[src/rtl/dispensa_troco_pkg.sv]
// Shared definitions for the vending machine FSMs: state encoding, change coin
// denominations and the default sale price.
package dispensa_troco_pkg;

  typedef enum logic [1:0] {
    IDLE   = 2'd0,
    SELECT = 2'd1,
    OFFER  = 2'd2,
    DONE   = 2'd3
  } estado_t;

  localparam int NUM_MOEDAS   = 3;
  localparam int PRECO_PADRAO = 40;

  // Index 0 is the smallest coin; the change selector scans from the top down.
  localparam logic [NUM_MOEDAS-1:0][4:0] MOEDAS = {5'd20, 5'd10, 5'd5};

  function automatic logic [5:0] moeda6(input logic [4:0] v);
    return {1'b0, v};
  endfunction

endpackage

[src/rtl/dispensa_troco_estoque.sv]
// estoque_moeda: 4-bit stock counter for one coin denomination. Reload wins over
// decrement and the count never wraps below zero.
module estoque_moeda #(
  parameter logic [3:0] INICIAL = 4'd0
) (
  input  logic       clk,
  input  logic       reset,
  input  logic       carga,
  input  logic       dec,
  input  logic [3:0] valor,
  output logic [3:0] cnt
);

  always_ff @(posedge clk or negedge reset) begin
    if (!reset)                     cnt <= INICIAL;
    else if (carga)                 cnt <= valor;
    else if (dec && cnt != 4'd0)    cnt <= cnt - 4'd1;
  end

endmodule

[src/rtl/dispensa_troco.sv]
// Change dispenser: after a sale pays out saldo-PRECO greedily in 20/10/5 coins,
// one coin per handshake, limited by the per-denomination stock.
module dispensa_troco
  import dispensa_troco_pkg::*;
#(
  parameter int PRECO   = PRECO_PADRAO,
  parameter int STOCK5  = 8,
  parameter int STOCK10 = 4,
  parameter int STOCK20 = 2
) (
  input  logic       clk,
  input  logic       reset,
  input  logic       vendeu,
  input  logic [5:0] saldo,
  input  logic       recarga,
  input  logic       moeda_ack,
  output logic [4:0] moeda_out,
  output logic       moeda_valid,
  output logic       ocupado,
  output logic       pronto,
  output logic [4:0] residuo,
  output logic       falta_troco
);

  localparam logic [5:0] PRECO6 = 6'(PRECO);
  localparam logic [NUM_MOEDAS-1:0][3:0] RECARGA_VAL =
    {4'(STOCK20), 4'(STOCK10), 4'(STOCK5)};

  estado_t                      estado, prox;
  logic [5:0]                   troco;
  logic [NUM_MOEDAS-1:0][3:0]   stk;
  logic [NUM_MOEDAS-1:0]        dec;
  logic                         carga, aceita, achou;
  logic [4:0]                   escolha;

  always_ff @(posedge clk or negedge reset) begin
    if (!reset) estado <= IDLE;
    else        estado <= prox;
  end

  always_comb begin
    prox    = estado;
    aceita  = 1'b0;
    carga   = 1'b0;
    dec     = '0;
    achou   = 1'b0;
    escolha = '0;
    // Largest coin that fits the remaining change and is still in stock.
    for (int i = NUM_MOEDAS - 1; i >= 0; i--) begin
      if (!achou && troco >= moeda6(MOEDAS[i]) && stk[i] != 4'd0) begin
        achou   = 1'b1;
        escolha = MOEDAS[i];
      end
    end
    case (estado)
      IDLE: begin
        carga  = recarga;
        aceita = vendeu && (saldo >= PRECO6);
        if (aceita) prox = SELECT;
      end
      SELECT: prox = achou ? OFFER : DONE;
      OFFER: begin
        if (moeda_ack) begin
          prox = SELECT;
          for (int i = 0; i < NUM_MOEDAS; i++) dec[i] = (moeda_out == MOEDAS[i]);
        end
      end
      DONE:    prox = IDLE;
      default: prox = IDLE;
    endcase
  end

  always_ff @(posedge clk or negedge reset) begin
    if (!reset) begin
      troco       <= '0;
      moeda_out   <= '0;
      residuo     <= '0;
      falta_troco <= 1'b0;
    end else begin
      case (estado)
        IDLE: begin
          if (aceita) begin
            troco       <= saldo - PRECO6;
            residuo     <= '0;
            falta_troco <= 1'b0;
          end
        end
        SELECT: begin
          if (achou)                moeda_out   <= escolha;
          else if (troco >= 6'd5)   falta_troco <= 1'b1;
        end
        OFFER: begin
          if (moeda_ack) begin
            troco     <= troco - moeda6(moeda_out);
            moeda_out <= '0;
          end
        end
        DONE:    residuo <= troco[4:0];
        default: ;
      endcase
    end
  end

  assign moeda_valid = (estado == OFFER);
  assign ocupado     = (estado != IDLE);
  assign pronto      = (estado == DONE);

  for (genvar g = 0; g < NUM_MOEDAS; g++) begin : g_estoque
    estoque_moeda #(.INICIAL(RECARGA_VAL[g])) u_estoque (
      .clk   (clk),
      .reset (reset),
      .carga (carga),
      .dec   (dec[g]),
      .valor (RECARGA_VAL[g]),
      .cnt   (stk[g])
    );
  end

endmodule

[config.mk]
export PLATFORM = sky130hd
export DESIGN_NAME = dispensa_troco
export DESIGN_NICKNAME = d
export VERILOG_FILES = /design/src/rtl/dispensa_troco_pkg.sv /design/src/rtl/dispensa_troco_estoque.sv /design/src/rtl/dispensa_troco.sv
export SDC_FILE = /design/constraint.sdc
export NUM_CORES = 1
export LEC_CHECK = 0
export ABC_AREA = 1
export CORE_MARGIN = 8
export CORE_UTILIZATION = 33
export CTS_CLUSTER_SIZE = 25
export DETAILED_ROUTE_END_ITERATION = 12
export GPL_TIMING_DRIVEN = 0
export PLACE_DENSITY = 0.53
export SYNTH_ARGS = -nofsm -noshare
export SYNTH_HDL_FRONTEND = slang
export SYNTH_SLANG_ARGS = --single-unit
[constraint.sdc]
create_clock -name clk -period 2.3 [get_ports clk]
set_input_delay 0.345 -clock clk [delete_from_list [all_inputs] [get_ports clk]]
set_output_delay 0.345 -clock clk [all_outputs]
set_load 0.02 [all_outputs]
==> After elaboration in Yosys (flattened, before gate mapping) <==
Cells that the tools add are included.
{ "word_totals": {"register_bits": 31, "input_bits": 11, "output_inout_bits": 14, "wordCells": 89} }
{ "op_classes": {"add_sub_neg": 5, "magnitude_cmp": 4, "eq_ne": 12, "mux": 32, "n_reduce_logical": 28} }
{ "ops": {"columns": ["operator", "n"], "rows": [
  ["2-to-1 mux 5 bit", 6],
  ["2-to-1 mux 4 bit", 6],
  ["one-hot mux 5 bit (2 select lines)", 2],
  ["nonzero test 2 bit", 8],
  ["2-to-1 mux 6 bit", 2],
  ["!= test 2 bit (second input constant)", 6],
  ["one-hot mux 6 bit (2 select lines)", 1],
  ["nonzero test 4 bit", 3],
  ["subtractor 4 x 1 -> 4 bit (second input constant)", 3],
  ["logical AND 1 bit", 9],
  ["2-to-1 mux 1 bit", 9],
  ["one-hot mux 2 bit (4 select lines)", 1],
  [">= comparator 6 x 3 -> 1 bit (second input constant)", 1],
  [">= comparator 6 x 4 -> 1 bit (second input constant)", 1],
  [">= comparator 6 x 5 -> 1 bit (second input constant)", 1],
  [">= comparator 6 bit (second input constant)", 1],
  ["2-to-1 mux 3 bit", 2],
  ["AND reduction 3 bit", 2],
  ["subtractor 6 x 5 -> 6 bit", 1],
  ["subtractor 6 bit (second input constant)", 1],
  ["equality test 5 x 3 -> 1 bit (second input constant)", 1],
  ["equality test 5 x 4 -> 1 bit (second input constant)", 1],
  ["equality test 5 bit (second input constant)", 1],
  ["equality test 2 bit (second input constant)", 2],
  ["other kinds (7)", 10]
]} }

==> Longest topological paths before layout <==
{ "depth": {"word_depth": 13, "mapped_depth": 11, "depth_no_buf": 11} }

==> Modules after synthesis <==
A second synthesis with hierarchy kept.
{ "unflattened": {"hier_cells": 309, "hier_area_um2": 2169.6} }
{ "modules_own_cells": {"columns": ["mod", "instances", "cells_each", "area_each_um2"], "rows": [
  ["dispensa_troco", 1, 174, 1321.3],
  ["estoque_moeda", 3, 45, 282.8]
]} }

==> Worst setup path after synthesis <==
Ideal clock, no wire load.
{ "synth_path": {"path_type": "reg-to-reg", "startpoint": "register moeda_out[0]", "endpoint": "register troco[4]", "setup_ps": 129, "arrival_ps": 1586, "required_time_ps": 2171, "slack_ps": 585, "stages_incl_launch_ff": 7, "n_path_buf": 0, "synth_period_minus_slack_ps": 1715, "path_cell_list": "dfrtp_1 -> ha_1 -> fa_1 -> o21ai_0 -> xor2_1 -> o21ai_0 -> o21ai_0"} }
{ "synth_between": {"elab_chain_len": 3} }
{ "synth_lines": {"columns": ["item", "line", "rtl"], "rows": [
  ["start: declaration", "dispensa_troco.sv:17", "output logic [4:0] moeda_out,"],
  ["start signal: assignment", "dispensa_troco.sv:89", "if (achou) moeda_out <= escolha;"],
  ["subtractor 6 x 5 -> 6 bit", "dispensa_troco.sv:94", "troco <= troco - moeda6(moeda_out);"],
  ["2-to-1 mux 6 bit", "dispensa_troco.sv:93", "if (moeda_ack) begin"],
  ["one-hot mux 6 bit (2 select lines)", "dispensa_troco.sv:80", "case (estado)"],
  ["end signal: assignment", "dispensa_troco.sv:83", "troco <= saldo - PRECO6;"],
  ["end signal: assignment", "dispensa_troco.sv:94", null],
  ["end: declaration", "dispensa_troco.sv:30", "logic [5:0] troco;"]
]} }
Every way passes these cells. The select of a mux whose other input is x is not followed.
A chain may end at the register's enable or synchronous reset.

==> Final worst setup path <==
{ "layout_path": {"startpoint": "register estado[0]", "endpoint": "output moeda_valid"} }
{ "layout_between": {"elab_chain_len": 1} }
{ "layout_lines": {"columns": ["item", "line", "rtl"], "rows": [
  ["start: declaration", "dispensa_troco.sv:29", "estado_t estado, prox;"],
  ["start signal: assignment", "dispensa_troco.sv:38", "else estado <= prox;"],
  ["equality test 2 bit", "dispensa_troco.sv:104", "assign moeda_valid = (estado == OFFER);"],
  ["end: declaration", "dispensa_troco.sv:18", "output logic moeda_valid,"]
]} }
Every way passes these cells.

==> out/results.txt <==
status -> finished clean
Tightest Pin Transition -> 0.690 ns
final setup violation count -> 0
crit path max fanout -> 10
# H-tree levels -> 2
via-per-instance ratio -> 4.61
RSZ-0062 raised after global routing -> false
Core Box Area -> 5370 µm²
Detailed Route Iter0 Violations -> 35
Static Leak -> 1.09 nW
Tot Pwr -> 3.02 mW
nets@finish -> 277
P&R area growth vs syn -> 24.7%
Tot GR Track Use -> 0.114
Synth cell types -> 31
Worst-Skew Late Latency -> 0.28 ns
initial antenna violation count -> 0
pre-CTS setup slack -> 0.452 ns
top cells by instance count after synthesis -> inv_1, nand2_1, dfrtp_1
Clock Skew -> 0.00735 ns
r2r setup slk -> 0.43 ns
CP endpoint kind -> output port
Post-route DRC -> 0
clock sink count -> 30
Synth Register Bits -> 30
Hold Crit Class -> in -> async
Congestion Overflow GR -> 0
I/O Pins -> 25
post-synthesis instance area -> 1790 µm²
crit path buf inv count -> 4
cts hold-fix bufs -> 0
Final WS setup -> 0.230 ns
post_cts resized -> 0
worst reg2reg path depth -> 6
pin count of the biggest net entering global routing -> 31
total iterations of the first detailed-routing run -> 4
Bufs on Longest Clock Path -> 2
largest stage delay on the critical path -> 0.61 ns
antenna viol nets, final -> 0
Slowest cell on crit path -> clkdlybuf4s50_1
post-detail-place hpwl -> 3150 µm
CP cell instances -> inv_2 -> nand2_2 -> inv_2 -> buf_6 -> clkdlybuf4s50_1
maxcap violations -> 0
Fin. Hold Viols -> 0
syn_area_per_cell -> 7.95 µm²
Post-CTS Setup Bufs -> 0
delay-heaviest family, CP -> buffers and inverters
routability cong. -> 0.777
WL final -> 4090 µm
row count -> 27
Syn Inst Count -> 225
CTS clk-pin slew, worst paths -> 0.07 ns
Die X -> 89.6 µm
Layout Cells excl Fill -> 329
final instance area -> 2230 µm²
worst r2r src -> moeda_out[0]$_DFFE_PN0P_
Die H -> 89.6 µm
Num CTS Buffers -> 5
worst path required time -> 1.96 ns
die area -> 8030 µm²
VDD IR-drop max -> 0.469 mV
Max-slew headroom -> 0.540
WL per Instance -> 12.4 µm
Port-buffer cells -> 24
Syn Nets -> 246
asr flop ratio synth -> 1.00
pwr dens -> 1350 nW/µm²
Worst Setup Start Kind -> register
CP Class -> reg -> out
Initial Util -> 0.333
share of cells above drive strength 1 -> 0.109
critical path data arrival time -> 1.73 ns
Final min period -> 2.07 ns
largest area contributor in the netlist -> dfrtp_1
sequential cell area fraction in the yosys report -> 0.422
vias -> 1,517
top cells by area, synth -> dfrtp_1, inv_1, nand2_1
maximum operating frequency -> 483 MHz
Post-synth EDFFs -> 0
critical path's most frequent cell -> inv_2
top cell type's share of synthesized area -> 0.378
Worst R2R End -> troco[4]$_DFFE_PN0P_
clock root buffer -> clkbuf_8
DP Area -> 2110 µm²
placed insts -> 321
final slew viol count -> 0
first-pass GRT wire length -> 6930 µm
number of global-route vias before repair -> 1,544
Period Utilization, post-route -> 0.900
Yosys warnings -> 0
ys flop type -> dfrtp_1
most frequent cell after synthesis -> inv_1
setup TNS -> 0 ns
CTS tree -> built
ANT cells -> 0
state kept, by name, summed over array words and instances, names as in the netlist:
signal	count
moeda_out	4
troco	6
estado	2
residuo	5
falta_troco	1
g_estoque.u_estoque.cnt	12
worst max-delay path by stage:
stage               depth (start not counted)  slack (ns)                                        end                startpoint
global route                                5        0.14                                moeda_valid     estado[0]$_DFFE_PN0P_
detailed placement                          8        0.45  g_estoque[2].u_estoque.cnt[2]$_DFFE_PN0P_                 moeda_ack
floorplan                                   6        0.59                       troco[4]$_DFFE_PN0P_  moeda_out[0]$_DFFE_PN0P_
CTS                                         5        0.22                                moeda_valid     estado[0]$_DFFE_PN0P_
finish                                      5        0.23                                moeda_valid     estado[0]$_DFFE_PN0P_
global placement                            1        0.26  g_estoque[0].u_estoque.cnt[0]$_DFFE_PN0P_                     reset
through the flow:
| stage | hold WS (ns) | util |
|---|---|---|
| after floorplan | 0.0494 | - |
| after global placement | 0.463 | 0.395 |
| after detailed placement | 0.439 | 0.394 |
| after CTS | 0.132 | 0.415 |
| after global routing | 0.161 | 0.415 |
| final | 0.105 | 0.415 |
per-layer routing:
layer,up-vias,share of wire,GRT usage
li1,792,-,-
met1,704,0.47,0.136
met2,17,0.48,0.190
met3,4,0.042,0.0309
met4,0,0.010,0.0408
met5,-,0,0
area by class of cell:
class | count | area, µm²
buffer | 2 | 18.8
timing repair buffer | 24 | 235
multi-input combinational | 148 | 847
clock inverter | 1 | 30.0
clock buffer | 7 | 86.3
inverter | 45 | 169
tap | 72 | 90.1
sequential | 30 | 754
fill | 540 | 3140
where the power goes:
part | switching (mW) | internal, mW
logic | 0.986 | 0.626
registers | 0.149 | 0.710
clock network | 0.198 | 0.353
logic make-up (layout without fill, tap and decap cells):
group           Yosys count  count (layout)  synth area share
fa+ha+maj                10              10            0.0741
compound gates           45              45             0.137
buf+inv                  47              79             0.105
xor+xnor                  4               4            0.0196
flops                    30              30             0.422
simple gates             89              89             0.243
placed cells by master (no fill, tap or decap), types with 4 or more instances in the layout:
master | netlist | layout
a21oi_1 | 13 | 13
clkbuf_8 | 0 | 6
clkdlybuf4s50_1 | 0 | 23
dfrtp_1 | 27 | 27
ha_1 | 9 | 9
inv_1 | 40 | 40
inv_2 | 4 | 4
nand2_1 | 39 | 39
nand3_1 | 15 | 15
nor2_1 | 15 | 15
nor3_1 | 6 | 6
o21ai_0 | 18 | 18
o22ai_1 | 6 | 6
xor2_1 | 4 | 4
No activity file was read; power rests on OpenSTA's default activity.
